[src/rtl/sipo_deser_frame.sv]
// Serial-to-parallel deserializer with bit counter, one-word holding
// register, valid/ready handshake and sticky overrun flag.
module sipo_deser_frame #(
  parameter int WIDTH     = 8,
  parameter bit MSB_FIRST = 1'b1
) (
  input  logic                       clk,
  input  logic                       rst_n,
  input  logic                       clear,
  input  logic                       bit_valid,
  input  logic                       bit_in,
  output logic [WIDTH-1:0]           data_out,
  output logic                       data_valid,
  input  logic                       data_ready,
  output logic                       overrun,
  output logic [$clog2(WIDTH+1)-1:0] bit_count
);

  localparam int CW = $clog2(WIDTH+1);
  localparam logic [CW-1:0] LAST = CW'(WIDTH-1);

  localparam logic [0:0] EMPTY = 1'b0;
  localparam logic [0:0] FULL  = 1'b1;

  logic [0:0]       state;
  logic [WIDTH-1:0] sh;
  logic [WIDTH-1:0] word;
  logic             take;
  logic             complete;

  // Word including the bit arriving on this edge.
  always_comb begin
    word = {sh[WIDTH-2:0], bit_in};
    if (!MSB_FIRST) begin
      word = {bit_in, sh[WIDTH-1:1]};
    end
  end

  assign take       = bit_valid && !clear;
  assign complete   = take && (bit_count == LAST);
  assign data_valid = (state == FULL);

  always_ff @(posedge clk or negedge rst_n) begin
    if (!rst_n) begin
      sh        <= '0;
      bit_count <= '0;
    end else if (clear) begin
      sh        <= '0;
      bit_count <= '0;
    end else if (take) begin
      sh        <= word;
      bit_count <= complete ? '0 : bit_count + CW'(1);
    end
  end

  always_ff @(posedge clk or negedge rst_n) begin
    if (!rst_n) begin
      state    <= EMPTY;
      data_out <= '0;
    end else begin
      unique case (1'b1)
        (state == EMPTY): begin
          if (complete) begin
            state    <= FULL;
            data_out <= word;
          end
        end
        (state == FULL): begin
          if (complete && data_ready) begin
            data_out <= word;
          end else if (data_ready) begin
            state <= EMPTY;
          end
        end
        default: state <= EMPTY;
      endcase
    end
  end

  // Drop happens only when a word completes into an unconsumed slot.
  always_ff @(posedge clk or negedge rst_n) begin
    if (!rst_n) begin
      overrun <= 1'b0;
    end else if (clear) begin
      overrun <= 1'b0;
    end else if (complete && data_valid && !data_ready) begin
      overrun <= 1'b1;
    end
  end

endmodule

[config.mk]
export PLATFORM = sky130hd
export DESIGN_NAME = sipo_deser_frame
export DESIGN_NICKNAME = d
export VERILOG_FILES = /design/src/rtl/sipo_deser_frame.sv
export SDC_FILE = /design/constraint.sdc
export NUM_CORES = 1
export LEC_CHECK = 0
export CAP_MARGIN = 25
export CELL_PAD_IN_SITES_DETAIL_PLACEMENT = 0
export CELL_PAD_IN_SITES_GLOBAL_PLACEMENT = 1
export CORE_MARGIN = 1
export CORE_UTILIZATION = 41
export DETAILED_ROUTE_END_ITERATION = 6
export GPL_ROUTABILITY_DRIVEN = 0
export GPL_TIMING_DRIVEN = 0
export HOLD_SLACK_MARGIN = 0.12
export PLACE_DENSITY = 0.78
export SLEW_MARGIN = 0
export SYNTH_ARGS = -nofsm -noshare
export SYNTH_HDL_FRONTEND = slang
export SYNTH_SLANG_ARGS = --single-unit
[constraint.sdc]
create_clock -name clk -period 2.6 [get_ports clk]
set_input_delay 0.26 -clock clk [delete_from_list [all_inputs] [get_ports clk]]
set_output_delay 0.26 -clock clk [all_outputs]
set_load 0.02 [all_outputs]
Word level (Yosys, flattened, before mapping)

Cells that the tools add are included.

Flip-flop bits (word level): 21
Latch bits: 0
Memory bits (writable): 0
Memory bits (read-only): 0
Input bits: 6
Word-level logic and storage cells: 34
Memories kept: 0

Add/sub/neg operators: 1
$mul: 0
Div/mod/pow operators: 0
Order comparisons: 0
Equal/unequal tests: 3
Shift-type cells: 0
Multiplexer cells: 14
Bitwise gates (word level): 1
Reductions and logical operators: 10

Operator list:

| operator            | count |
|---|---|
| $mux 8              | 2 |
| $pmux 8 s2          | 1 |
| $mux 7              | 2 |
| $mux 4              | 3 |
| $logic_and 1x1->1   | 5 |
| $mux 1              | 5 |
| $add 4x1->4 const B | 1 |
| $eq 4x3->1 const B  | 1 |
| $reduce_bool 2->1   | 2 |
| $logic_not 1->1     | 2 |
| $ne 2x1->1 const B  | 1 |
| $ne 2x2->1 const B  | 1 |
| $pmux 1 s2          | 1 |
| $reduce_and 2->1    | 1 |
| $not 1->1           | 1 |

Longest topological paths before layout

Depth after elaboration: 7
Depth in mapped cells: 4

Least setup slack after synthesis

No wires, ideal clock.

Path kind: register -> register
Start: register bit_count[0]
End: register data_out[0]
Setup time: 0.125 ns
Data arrival time: 1.645 ns
Data required time: 2.475 ns
Setup slack: 0.831 ns
Cell stages (with the launch flop): 5
Buffers on the path: 0
Period minus slack after synthesis: 1.769 ns
Cells stage by stage: dfrtp_1 -> ha_1 -> nand2b_4 -> nor4b_4 -> mux2_2

Longest elaborated chain between the ends: 5
Elaborated cells on any way between the ends: 6

Ends and longest elaborated chain:

| what                         | RTL line | source |
|---|---|---|
| start, declared              | 16       | `output logic [$clog2(WIDTH+1)-1:0] bit_count` |
| start signal, assigned       | 52       | `bit_count <= complete ? '0 : bit_count + CW'(1);` |
| $eq 4x3->1 *                 | 40       | `assign complete = take && (bit_count == LAST);` |
| $logic_and 1x1->1 *          | 40       |  |
| $logic_and 1x1->1            | 69       | `if (complete && data_ready) begin` |
| $ne 2x1->1 (no line)         | n/a      |  |
| $reduce_and 2->1 (no line) * | n/a      |  |
| end signal, assigned         | 65       | `data_out <= word;` |
| end signal, assigned         | 70       | `data_out <= word;` |
| end, declared                | 12       | `output logic [WIDTH-1:0] data_out,` |

Every way passes the cells marked *; elsewhere a longest branch is shown, timed or not.
A chain may end at the register's enable or synchronous reset.

Worst setup path in the final report

Start: register bit_count[0]
End: register data_out[5]

Same word-level chain as after synthesis.

==> metrics.yaml <==
clock_network:
  cts_tree: "done"
  cts.path.max_buffers: 2
  insertion_delay_ns: 0.29
  cts_resized: 0
  cts_hold_buf: 0
  htree_levels: 1
  cts_buffers: 3
  cts.sinks: 21
  cts.reportedPaths.clkPinSlew_ns: 0.11
  root_buffer: "clkbuf_4"
  post_cts_buffers: 0
power:
  irDropWorstVdd_mv: 0.284
  power.leakage_nw: 0.526
  powerDensity_nw_per_um2: 467
worst_setup_path:
  cp_max_fo: 8
  critPathLaunchType: "register"
  required_ns: 2.79
  slowest_stage: "nor4b_4"
  cp.arrival_ns: 2.04
  setup.worst_path.class: "reg2reg"
  critical_path.startpoint: "bit_count[0]$_DFFE_PN0P_"
  rr_startpoint: "bit_count[0]$_DFFE_PN0P_"
  end_kind: "register"
  critPathMaxStageDelay_ns: 0.57
  path_cells: "ha_1 -> nand2b_4 -> nor4b_4 -> mux2_2"
sta:
  holdWs_ns: 0.476
  slew_violations: 0
  fin_skew_ns: 0.00276
  worstMarginPinSlew_ns: 0.920
  period_needed_ns: 1.86
  hold_viol: 0
  tns_ns: 0
  finalSetupViolations: 0
  fin_crit_sh_pct: 71.5
  rsz0062_at_grt: "no"
  max_slew_margin_pct: 38.4
  achievable-frequency_ghz: 0.538
floorplanning:
  core_um2: 1980
  io-pin-count: 20
  num_rows: 16
  die_w_um: 48.3
  die_h_um: 48.3
  die-area_um2: 2330
  initial_core_util_pct: 44.3
synthesis:
  avgSynthCellArea_um2: 12.9
  yosys.area.top_type: "dfrtp_1"
  synth.distinct_cells: 19
  seq_area_frac_synth_pct: 59.8
  yosys_register_bits: 21
  synth_area_leaders: "dfrtp_1, mux2_2, mux2i_1"
  netlist.area_leader.share_pct: 59.8
  synth_common_cells: "dfrtp_1, nor2_1, mux2_2, mux2i_1, nand2_1"
  syn_nets: 75
  synth_most_common_cell: "dfrtp_1"
  yosys_most_used_dff: "dfrtp_1"
  async_flop_share_pct: 100
  synth_edf_count: 0
  yosysWarnings: 0
  syn-instance-count: 68
  syn-cell-area_um2: 878
drt:
  drtIter0Drc: 5
  wl_per_cell_um: 12.0
  num_vias: 584
  routed_via_density: 4.95
  postRouteAntennaNets: 0
  drt_wl_total_um: 1410
  drtPass1Iterations: 4
  drc: 0
placed_design:
  numPortBuffers: 19
  dpl.hpwl_um: 1000
min_path:
  min_path_type: "in2async"
global_route:
  grt_max_degree: 22
  grt_pass1_wl_um: 2100
  grt_antenna_before_repair: 0
  grt_overflow: 0
  grt_pass1_vias: 506
  grt_usage_pct: 13.7
cells_and_area:
  num_antenna_cells: 0
  layout.nets: 99
  drive_above_1_share_pct: 15.4
  area_growth_pct: 28.5
status:
  outcome: "completed"
flow_run:
  cap_violations: 0
==> sequential cells by signal (all words and copies together), names as in the netlist <==
signal and flops:
overrun 1, bit_count 4, data_out 8, sh 7, data_valid 1
==> final timing paths <==
path,depth (start not counted),endpoint,slack [ns]
min in group clk,1,data_out[1]$_DFFE_PN0P_,0.52
max in group asynchronous,1,bit_count[2]$_DFFE_PN0P_,1.57
min reg2reg,1,data_out[1]$_DFFE_PN0P_,0.52
max,4,data_out[5]$_DFFE_PN0P_,0.74
min,1,bit_count[0]$_DFFE_PN0P_,0.48
max reg2reg,4,data_out[5]$_DFFE_PN0P_,0.74
==> power by group <==
part           switching [mW]  internal, mW  total (mW)
combinational          0.0230        0.0193      0.0423
sequential            0.00439         0.331       0.335
clock                  0.0895        0.0596       0.149
==> cells in the final DEF, fill, tap and decap left out <==
cell,Yosys,layout
a21oi_1,2,2
buf_2,1,1
clkbuf_1,1,2
clkbuf_4,0,3
clkdlybuf4s50_1,0,19
dfrtp_1,21,21
ha_1,1,1
inv_1,2,2
mux2_2,8,8
mux2i_1,8,8
nand2_1,4,4
nand2b_1,2,2
nand2b_4,1,1
nand4_1,1,1
nor2_1,9,9
nor2b_1,1,1
nor4b_4,1,1
o21ai_0,1,1
o22ai_1,1,1
or3_1,2,2
xnor2_1,1,1
==> layout make-up <==
type                            instances  area (um2)
Tap cell                               27        33.8
Sequential cell                        21         526
Fill cell                             170         853
Inverter                                2        7.51
Multi-Input combinational cell         43         337
Timing Repair Buffer                   19         190
Buffer                                  2        8.76
Clock buffer                            4        26.3
==> kinds of logic (layout without fill, tap and decap cells) <==
logic type / count (synthesis) / count (layout) / share of synthesized area [%]
flip-flops: 21 / 21 / 59.8
AO/OA/AOI/OAI: 4 / 4 / 2.42
buffers and inverters: 4 / 27 / 1.85
XOR/XNOR: 1 / 1 / 0.997
AND/OR/NAND/NOR: 21 / 21 / 14.1
multiplexers: 16 / 16 / 19.4
adder cells (fa/ha/maj): 1 / 1 / 1.42
==> per-stage QoR <==
step                      total power [mW]  setup WS, ns  util, %  instances  instance area (um2)
after floorplan                      0.360         0.831        -         68                  878
after global placement               0.384         0.600     55.6        114                 1100
after detailed placement             0.384         0.591     55.6        114                 1100
after CTS                            0.536         0.689     56.9        118                 1130
after global routing                 0.553         0.589     56.9        118                 1130
final                                0.527         0.741     56.9        118                 1130
==> worst max-delay path: cells and delay by family, from the launching register on <==
family	cells	cell delay, ns
flip-flops	1	0.43
multiplexers	1	0.40
AND/OR/NAND/NOR	2	0.65
adder cells (fa/ha/maj)	1	0.27
==> routing by layer <==
metal,share of wire [%],track usage (%),vias up
met2,46,18.9,17
met4,0.85,10.6,0
met3,5.5,4.07,2
met5,0,0,-
met1,48,17.9,284
li1,-,-,281
Note: power is estimated with default switching activity, not from simulation.
